**config.mk**
```make
export PLATFORM = sky130hd
export DESIGN_NAME = mem_access_ctrl_flat
export DESIGN_NICKNAME = d
export VERILOG_FILES = /design/src/rtl/mem_access_ctrl_pkg.sv /design/src/rtl/mem_access_ctrl_if.sv /design/src/rtl/mem_ld_ext.sv /design/src/rtl/mem_access_ctrl.sv /design/src/flat_wrapper.sv
export SDC_FILE = /design/constraint.sdc
export NUM_CORES = 1
export LEC_CHECK = 0
export BUFFER_PORTS_ARGS = -buffer_cell sky130_fd_sc_hd__clkbuf_2
export CAP_MARGIN = 5
export CORE_AREA = 2 2 157 159
export DETAILED_ROUTE_END_ITERATION = 16
export DIE_AREA = 0 0 159 161
export GPL_TIMING_DRIVEN = 1
export HOLD_SLACK_MARGIN = 0.12
export PLACE_DENSITY_LB_ADDON = 0.12
export SETUP_SLACK_MARGIN = 0.3
export SYNTH_ARGS = -nofsm -noshare
export SYNTH_HDL_FRONTEND = slang
export SYNTH_SLANG_ARGS = --single-unit
```
**constraint.sdc**
```tcl
create_clock -name clk -period 4.3 [get_ports clk]
set_input_delay 0.43 -clock clk [delete_from_list [all_inputs] [get_ports clk]]
set_output_delay 0.43 -clock clk [all_outputs]
set_load 0.01 [all_outputs]
```
**src/rtl/mem_access_ctrl_pkg.sv**
```systemverilog
// Shared types, widths and decode helpers for the memory-stage load/store sequencer.
package mem_access_ctrl_pkg;

  localparam int unsigned XLEN   = 64;
  localparam int unsigned OFF_W  = 3;
  localparam int unsigned MASK_W = XLEN / 8;
  localparam int unsigned CNT_W  = 8;

  localparam logic [XLEN-1:0] ZERO_WORD = '0;

  typedef enum logic [2:0] {
    MEM_OP_NONE = 3'b000,
    MEM_OP_B    = 3'b001,
    MEM_OP_H    = 3'b010,
    MEM_OP_W    = 3'b011,
    MEM_OP_BU   = 3'b100,
    MEM_OP_HU   = 3'b101,
    MEM_OP_WU   = 3'b110,
    MEM_OP_D    = 3'b111
  } mem_op_e;

  typedef enum logic [1:0] {
    MAC_IDLE = 2'd0,
    MAC_REQ  = 2'd1,
    MAC_WAIT = 2'd2,
    MAC_DONE = 2'd3
  } mac_state_e;

  typedef struct packed {
    logic              we;
    logic [XLEN-1:0]   addr;
    logic [XLEN-1:0]   wdata;
    logic [MASK_W-1:0] wmask;
  } ram_req_t;

  // Unsigned-extension codes only make sense for loads.
  function automatic logic op_legal(input logic store, input mem_op_e op);
    case (op)
      MEM_OP_NONE:                      return 1'b0;
      MEM_OP_BU, MEM_OP_HU, MEM_OP_WU:  return !store;
      default:                          return 1'b1;
    endcase
  endfunction

  function automatic logic op_aligned(input mem_op_e op, input logic [OFF_W-1:0] off);
    case (op)
      MEM_OP_H, MEM_OP_HU: return off[0] == 1'b0;
      MEM_OP_W, MEM_OP_WU: return off[1:0] == 2'b00;
      MEM_OP_D:            return off == 3'b000;
      default:             return 1'b1;
    endcase
  endfunction

  function automatic logic [MASK_W-1:0] lane_mask(input mem_op_e op, input logic [OFF_W-1:0] off);
    case (op)
      MEM_OP_B, MEM_OP_BU: return 8'h01 << off;
      MEM_OP_H, MEM_OP_HU: return 8'h03 << off;
      MEM_OP_W, MEM_OP_WU: return 8'h0F << off;
      MEM_OP_D:            return 8'hFF;
      default:             return 8'h00;
    endcase
  endfunction

endpackage

```
**src/rtl/mem_access_ctrl_if.sv**
```systemverilog
// EX-stage offer, data-RAM port and writeback beat of the memory-stage sequencer.
interface mem_access_ctrl_if;
  import mem_access_ctrl_pkg::*;

  logic            ex_valid;
  logic            ex_ready;
  logic            ex_store;
  logic [2:0]      ex_mem_op;
  logic [XLEN-1:0] ex_addr;
  logic [XLEN-1:0] ex_wdata;

  logic              ram_req_valid;
  logic              ram_req_ready;
  logic              ram_req_we;
  logic [XLEN-1:0]   ram_req_addr;
  logic [XLEN-1:0]   ram_req_wdata;
  logic [MASK_W-1:0] ram_req_wmask;
  logic              ram_resp_valid;
  logic [XLEN-1:0]   ram_resp_rdata;

  logic            wb_valid;
  logic            wb_ready;
  logic [XLEN-1:0] wb_rd_data;
  logic            wb_err;

  modport master (
    input  ex_valid, ex_store, ex_mem_op, ex_addr, ex_wdata,
    input  ram_req_ready, ram_resp_valid, ram_resp_rdata,
    input  wb_ready,
    output ex_ready,
    output ram_req_valid, ram_req_we, ram_req_addr, ram_req_wdata, ram_req_wmask,
    output wb_valid, wb_rd_data, wb_err
  );

  modport slave (
    output ex_valid, ex_store, ex_mem_op, ex_addr, ex_wdata,
    output ram_req_ready, ram_resp_valid, ram_resp_rdata,
    output wb_ready,
    input  ex_ready,
    input  ram_req_valid, ram_req_we, ram_req_addr, ram_req_wdata, ram_req_wmask,
    input  wb_valid, wb_rd_data, wb_err
  );

endinterface

```
**src/rtl/mem_ld_ext.sv**
```systemverilog
// Selects the addressed lane of a 64-bit read word and sign/zero-extends it.
module mem_ld_ext
  import mem_access_ctrl_pkg::*;
(
  input  logic [XLEN-1:0]  rdata,
  input  logic [OFF_W-1:0] off,
  input  mem_op_e          op,
  output logic [XLEN-1:0]  data
);

  logic [XLEN-1:0] sh;

  assign sh = rdata >> {off, 3'b000};

  always_comb begin
    data = ZERO_WORD;
    case (op)
      MEM_OP_B:  data = {{(XLEN-8){sh[7]}},   sh[7:0]};
      MEM_OP_H:  data = {{(XLEN-16){sh[15]}}, sh[15:0]};
      MEM_OP_W:  data = {{(XLEN-32){sh[31]}}, sh[31:0]};
      MEM_OP_BU: data = {{(XLEN-8){1'b0}},    sh[7:0]};
      MEM_OP_HU: data = {{(XLEN-16){1'b0}},   sh[15:0]};
      MEM_OP_WU: data = {{(XLEN-32){1'b0}},   sh[31:0]};
      MEM_OP_D:  data = sh;
      default:   data = ZERO_WORD;
    endcase
  end

endmodule

```
**src/rtl/mem_access_ctrl.sv**
```systemverilog
// Memory-stage load/store sequencer: one operation in flight, aligned onto a
// 64-bit RAM port, with a single registered writeback beat per operation.
module mem_access_ctrl
  import mem_access_ctrl_pkg::*;
#(
  parameter int unsigned TIMEOUT_CYCLES = 255
) (
  input logic               clk,
  input logic               rst,
  mem_access_ctrl_if.master bus
);

  localparam logic [CNT_W-1:0] CNT_LAST = CNT_W'(TIMEOUT_CYCLES - 1);

  mac_state_e        state_q, state_d;
  logic              store_q, store_d;
  mem_op_e           op_q, op_d;
  logic [OFF_W-1:0]  off_q, off_d;
  logic [CNT_W-1:0]  cnt_q, cnt_d;
  ram_req_t          req_q, req_d;
  logic              req_valid_q, req_valid_d;
  logic              wb_valid_q, wb_valid_d;
  logic              wb_err_q, wb_err_d;
  logic [XLEN-1:0]   wb_data_q, wb_data_d;

  mem_op_e           in_op;
  logic [OFF_W-1:0]  in_off;
  logic              in_ok;
  logic              accept;
  logic              timeout;
  logic [XLEN-1:0]   ld_val;

  assign in_op   = mem_op_e'(bus.ex_mem_op);
  assign in_off  = bus.ex_addr[OFF_W-1:0];
  assign in_ok   = op_legal(bus.ex_store, in_op) && op_aligned(in_op, in_off);
  assign accept  = bus.ex_valid && (state_q == MAC_IDLE);
  assign timeout = (cnt_q == CNT_LAST);

  mem_ld_ext u_ld_ext (
    .rdata (bus.ram_resp_rdata),
    .off   (off_q),
    .op    (op_q),
    .data  (ld_val)
  );

  always_ff @(posedge clk) begin
    if (rst) begin
      state_q     <= MAC_IDLE;
      store_q     <= 1'b0;
      op_q        <= MEM_OP_NONE;
      off_q       <= '0;
      cnt_q       <= '0;
      req_q       <= '0;
      req_valid_q <= 1'b0;
      wb_valid_q  <= 1'b0;
      wb_err_q    <= 1'b0;
      wb_data_q   <= ZERO_WORD;
    end else begin
      state_q     <= state_d;
      store_q     <= store_d;
      op_q        <= op_d;
      off_q       <= off_d;
      cnt_q       <= cnt_d;
      req_q       <= req_d;
      req_valid_q <= req_valid_d;
      wb_valid_q  <= wb_valid_d;
      wb_err_q    <= wb_err_d;
      wb_data_q   <= wb_data_d;
    end
  end

  always_comb begin
    state_d = state_q;
    case (state_q)
      MAC_IDLE: if (accept)                           state_d = in_ok ? MAC_REQ : MAC_DONE;
      MAC_REQ:  if (bus.ram_req_ready)                state_d = MAC_WAIT;
      MAC_WAIT: if (bus.ram_resp_valid || timeout)    state_d = MAC_DONE;
      MAC_DONE: if (bus.wb_ready)                     state_d = MAC_IDLE;
      default:                                        state_d = MAC_IDLE;
    endcase
  end

  // Next values of every registered output and the captured operation.
  always_comb begin
    store_d     = store_q;
    op_d        = op_q;
    off_d       = off_q;
    cnt_d       = cnt_q;
    req_d       = req_q;
    req_valid_d = req_valid_q;
    wb_valid_d  = wb_valid_q;
    wb_err_d    = wb_err_q;
    wb_data_d   = wb_data_q;
    case (state_q)
      MAC_IDLE: begin
        if (accept) begin
          store_d = bus.ex_store;
          op_d    = in_op;
          off_d   = in_off;
          if (in_ok) begin
            req_valid_d = 1'b1;
            req_d.we    = bus.ex_store;
            req_d.addr  = {bus.ex_addr[XLEN-1:OFF_W], {OFF_W{1'b0}}};
            req_d.wdata = bus.ex_wdata << {in_off, 3'b000};
            req_d.wmask = bus.ex_store ? lane_mask(in_op, in_off) : '0;
          end else begin
            wb_valid_d = 1'b1;
            wb_err_d   = 1'b1;
            wb_data_d  = ZERO_WORD;
          end
        end
      end
      MAC_REQ: begin
        if (bus.ram_req_ready) begin
          req_valid_d = 1'b0;
          cnt_d       = '0;
        end
      end
      MAC_WAIT: begin
        // A response in the final permitted cycle still beats the timeout.
        if (bus.ram_resp_valid) begin
          wb_valid_d = 1'b1;
          wb_err_d   = 1'b0;
          wb_data_d  = store_q ? ZERO_WORD : ld_val;
        end else if (timeout) begin
          wb_valid_d = 1'b1;
          wb_err_d   = 1'b1;
          wb_data_d  = ZERO_WORD;
        end else begin
          cnt_d = cnt_q + CNT_W'(1);
        end
      end
      MAC_DONE: begin
        if (bus.wb_ready) wb_valid_d = 1'b0;
      end
      default: ;
    endcase
  end

  assign bus.ex_ready      = (state_q == MAC_IDLE);
  assign bus.ram_req_valid = req_valid_q;
  assign bus.ram_req_we    = req_q.we;
  assign bus.ram_req_addr  = req_q.addr;
  assign bus.ram_req_wdata = req_q.wdata;
  assign bus.ram_req_wmask = req_q.wmask;
  assign bus.wb_valid      = wb_valid_q;
  assign bus.wb_err        = wb_err_q;
  assign bus.wb_rd_data    = wb_data_q;

endmodule
```
**src/flat_wrapper.sv**
```systemverilog
// flat-port wrapper written by rule: the top's interface ports become plain ports
module mem_access_ctrl_flat import mem_access_ctrl_pkg::*;
#(
  parameter int unsigned TIMEOUT_CYCLES = 255
)
  (clk, rst, bus_ex_valid, bus_ex_store, bus_ex_mem_op, bus_ex_addr, bus_ex_wdata, bus_ram_req_ready, bus_ram_resp_valid, bus_ram_resp_rdata, bus_wb_ready, bus_ex_ready, bus_ram_req_valid, bus_ram_req_we, bus_ram_req_addr, bus_ram_req_wdata, bus_ram_req_wmask, bus_wb_valid, bus_wb_rd_data, bus_wb_err);
  mem_access_ctrl_if bus_i ();
  input logic clk;
  input logic rst;
  input wire logic [$bits(bus_i.ex_valid)-1:0] bus_ex_valid;
  input wire logic [$bits(bus_i.ex_store)-1:0] bus_ex_store;
  input wire logic [$bits(bus_i.ex_mem_op)-1:0] bus_ex_mem_op;
  input wire logic [$bits(bus_i.ex_addr)-1:0] bus_ex_addr;
  input wire logic [$bits(bus_i.ex_wdata)-1:0] bus_ex_wdata;
  input wire logic [$bits(bus_i.ram_req_ready)-1:0] bus_ram_req_ready;
  input wire logic [$bits(bus_i.ram_resp_valid)-1:0] bus_ram_resp_valid;
  input wire logic [$bits(bus_i.ram_resp_rdata)-1:0] bus_ram_resp_rdata;
  input wire logic [$bits(bus_i.wb_ready)-1:0] bus_wb_ready;
  output wire logic [$bits(bus_i.ex_ready)-1:0] bus_ex_ready;
  output wire logic [$bits(bus_i.ram_req_valid)-1:0] bus_ram_req_valid;
  output wire logic [$bits(bus_i.ram_req_we)-1:0] bus_ram_req_we;
  output wire logic [$bits(bus_i.ram_req_addr)-1:0] bus_ram_req_addr;
  output wire logic [$bits(bus_i.ram_req_wdata)-1:0] bus_ram_req_wdata;
  output wire logic [$bits(bus_i.ram_req_wmask)-1:0] bus_ram_req_wmask;
  output wire logic [$bits(bus_i.wb_valid)-1:0] bus_wb_valid;
  output wire logic [$bits(bus_i.wb_rd_data)-1:0] bus_wb_rd_data;
  output wire logic [$bits(bus_i.wb_err)-1:0] bus_wb_err;
  assign bus_i.ex_valid = bus_ex_valid;
  assign bus_i.ex_store = bus_ex_store;
  assign bus_i.ex_mem_op = bus_ex_mem_op;
  assign bus_i.ex_addr = bus_ex_addr;
  assign bus_i.ex_wdata = bus_ex_wdata;
  assign bus_i.ram_req_ready = bus_ram_req_ready;
  assign bus_i.ram_resp_valid = bus_ram_resp_valid;
  assign bus_i.ram_resp_rdata = bus_ram_resp_rdata;
  assign bus_i.wb_ready = bus_wb_ready;
  assign bus_ex_ready = bus_i.ex_ready;
  assign bus_ram_req_valid = bus_i.ram_req_valid;
  assign bus_ram_req_we = bus_i.ram_req_we;
  assign bus_ram_req_addr = bus_i.ram_req_addr;
  assign bus_ram_req_wdata = bus_i.ram_req_wdata;
  assign bus_ram_req_wmask = bus_i.ram_req_wmask;
  assign bus_wb_valid = bus_i.wb_valid;
  assign bus_wb_rd_data = bus_i.wb_rd_data;
  assign bus_wb_err = bus_i.wb_err;
  mem_access_ctrl #(.TIMEOUT_CYCLES(TIMEOUT_CYCLES)) u_core (.clk(clk), .rst(rst), .bus(bus_i));
endmodule
```
==> results.toml <==
[outcome]
status = "finished, final reports clean"

[global_route]
grt-busiest-layer = "met2"
grt_usage = 0.2911
grt_pass1_wl_um = 60700
overflow = 0
use_met3 = 0.07062
grt_max_degree = 76
grt_use_met1 = 0.3958
antenna_found_initial = 1
grt_pass1_vias = 11051
use_met2 = 0.4581

[yosys]
synthArstFlopShare = 0
yosysUniqueCellTypes = 66
ys_seq_area_frac = 0.3695
synth_top_area_cell = "dfxtp_1"
avgSynthCellArea_um2 = 8.789
ys_ff_latch = 218
synth_edf_count = 0
synth_common_cells = "nand2_1 (235), dfxtp_1 (218), a21oi_1 (148)"
yosysMostFrequentCell = "nand2_1"
yosys_warnings = 0
synth_cells = 1344
synth_area_leaders = "dfxtp_1 (37%), mux4_2 (13%), nand2_1 (7.5%), a21oi_1 (6.3%), o2bb2ai_1 (4.0%)"
netlist.area_leader.share = 0.3695
syn-cell-area_um2 = 11810
ys.flop_type = "dfxtp_1"

[power_and_ir_drop]
ir_worst_vdd_uv = 308.6
p_leak_nw = 6.013
p_per_area_nw_per_um2 = 423.1

[critical_path]
cp-end-kind = "flop"
cp.arrival_ns = 3.56
rr_startpoint = "u_core.state_q[0]"
cp.required_ns = 4.74
path_max_fanout = 28
rrSetupSlack_ns = 1.18
critPathCapture = "u_core.bus.wb_rd_data[56]"
reg2reg_to = "u_core.bus.wb_rd_data[56]"
startpoint = "u_core.state_q[0]"
critical_path_class = "reg2reg"
startpoint_type = "flop"
rr_worst_depth = 7

[timing]
drv_slew = 0
post-route-min-period_ns = 3.118
fin_tns_setup_ns = 0
tightest_slew_ns = 1.032
grt_setup_unrepaired = "false"
finalHoldViolations = 0
fin_worst_skew_ns = 0.009410
fmax_mhz = 320.7
period_share = 0.7251
setup_viol = 0
slew_headroom = 0.3084

[detailed_routing]
drt_wl_total_um = 38910
dr.pass1.iters = 7
routedWlPerCell_um = 19.19
drtAntennaViolNets = 0
drtIter0Drc = 1056
via_per_inst = 5.793
drc_errors = 0
vias = 11749

[finish]
drive_gt1_frac = 0.3363
antenna_cells = 0
stdcell_count = 2028
syn2layout_area_growth_pct = 26.83
nets = 1894
regArea_um2 = 4369
nFillCells = 2137
multi_input_area_um2 = 6863

[placement]
gp_congestion = 0.8977
hpwl_um = 27640
port-buffer-count = 403
dpl.cell_count = 1956

[floorplan]
die_y_um = 161
core_um2 = 23960
start_util = 0.4930
dieArea_um2 = 25600
rows = 57
fp.dieW_um = 159
ioPinCount = 407

[clock_network]
cts_sinks = 218
cts_root_buf = "clkbuf_16"
clockBufferDepth = 3
numCtsBuffers = 25
htree_levels = 1
cts_tree = "yes"
clkLatencyLatePin_ns = 0.53
cts_resized = 0
clk_pin_slew_ns = 0.06

[min_path]
min_path_type = "in2reg"

[flow_run]
timing.max_cap.violations = 0
-- worst max-delay path, stage by stage, from the launching register on --
cell,delay (ns)
dfxtp_1,0.32
inv_1,0.10
ha_1,0.55
o2111ai_1,0.29
o211a_1,0.56
a21oi_4,0.61
buf_4,0.41
o2bb2ai_1,0.17
-- through the flow --
stage | power [mW] | setup slack (ns) | hold WS, ns | instance area (um^2) | utilization
floorplan | 3.569 | 2.157 | 0.4370 | 11820 | -
global placement | 4.142 | 1.267 | 0.4385 | 13870 | 0.5788
detailed placement | 4.158 | 1.212 | 0.4451 | 13870 | 0.5788
CTS | 6.367 | 1.178 | 0.1208 | 14980 | 0.6252
global route | 6.665 | 0.9414 | 0.1284 | 14980 | 0.6252
finish | 6.338 | 1.182 | 0.1332 | 14980 | 0.6252
-- placed cells by master (no fill, tap or decap), drive strengths merged, types with 11 or more instances in the layout --
cell type	synthesis	final
mux4	67	67
a211oi	36	36
nor2b	31	31
dfxtp	218	218
dlygate4sd3	0	27
nand4	12	12
nor4	25	25
a21oi	148	148
nor3	38	38
buf	58	23
inv	11	11
nand2	235	235
nand3	40	40
clkbuf	80	432
mux2	19	19
or3	14	14
mux2i	36	36
nor2	63	63
o2bb2ai	54	54
o21ai	46	46
-- area by class of cell --
class                   instances  share of cell area
clock buffers                  31             0.04526
repair buffers                451              0.1644
clock inverters                14             0.01086
multi-input cells             979              0.4581
flip-flops and latches        218              0.2916
well taps                     324             0.02706
inverters                      11            0.002756
-- logic make-up after synthesis --
group                      after synthesis  share of synthesized area
buffers and inverters                  149                    0.05381
other                                    1                  0.0003175
DFF                                    218                     0.3695
xor gates and xnor gates                 5                   0.003707
adders and majority gates                6                   0.006355
muxes                                  122                     0.1770
AOI/OAI and AO/OA                      356                     0.1995
and+or+nand+nor                        487                     0.1899
-- state kept, by name (all words and copies together), names as in the netlist, 2 cells and up --
signal                    flops
u_core.bus.wb_rd_data        64
u_core.bus.ram_req_addr      61
u_core.cnt_q                  8
u_core.bus.ram_req_wdata     64
u_core.op_q                   3
u_core.state_q                2
u_core.bus.ram_req_wmask      8
u_core.off_q                  3
-- power breakdown --
| part | total (mW) | internal (mW) | switching (mW) |
|---|---|---|---|
| Sequential | 2.30 | 2.16 | 0.141 |
| Clock | 2.18 | 1.30 | 0.882 |
| Combinational | 1.85 | 0.728 | 1.12 |
| Total | 6.34 | 4.19 | 2.14 |
-- how the worst min path moves through the flow --
stage	from	end	slack [ns]	cells past startpoint
detailed placement	u_core.bus.ram_req_wdata[11]	u_core.bus.ram_req_wdata[11]	0.45	2
finish	bus_ex_addr[45]	u_core.bus.ram_req_addr[45]	0.13	3
global route	bus_ex_addr[62]	u_core.bus.ram_req_addr[62]	0.13	3
global placement	u_core.bus.ram_req_wdata[25]	u_core.bus.ram_req_wdata[25]	0.44	2
CTS	bus_ex_addr[51]	u_core.bus.ram_req_addr[51]	0.12	3
floorplan	u_core.store_q	u_core.store_q	0.44	2
-- layer usage --
layer,vias to the layer above,routed length (um)
li1,5629,-
met1,5498,16370
met2,544,17570
met3,76,3645
met4,2,1316
met5,-,13
-- timing repair --
action / 4_1_cts / 5_1_grt
buffers inserted: 0 / 0
hold endpoints to repair: 27 / 0
hold buffers: 27 / 0
Power figures use the tool's default switching activity.
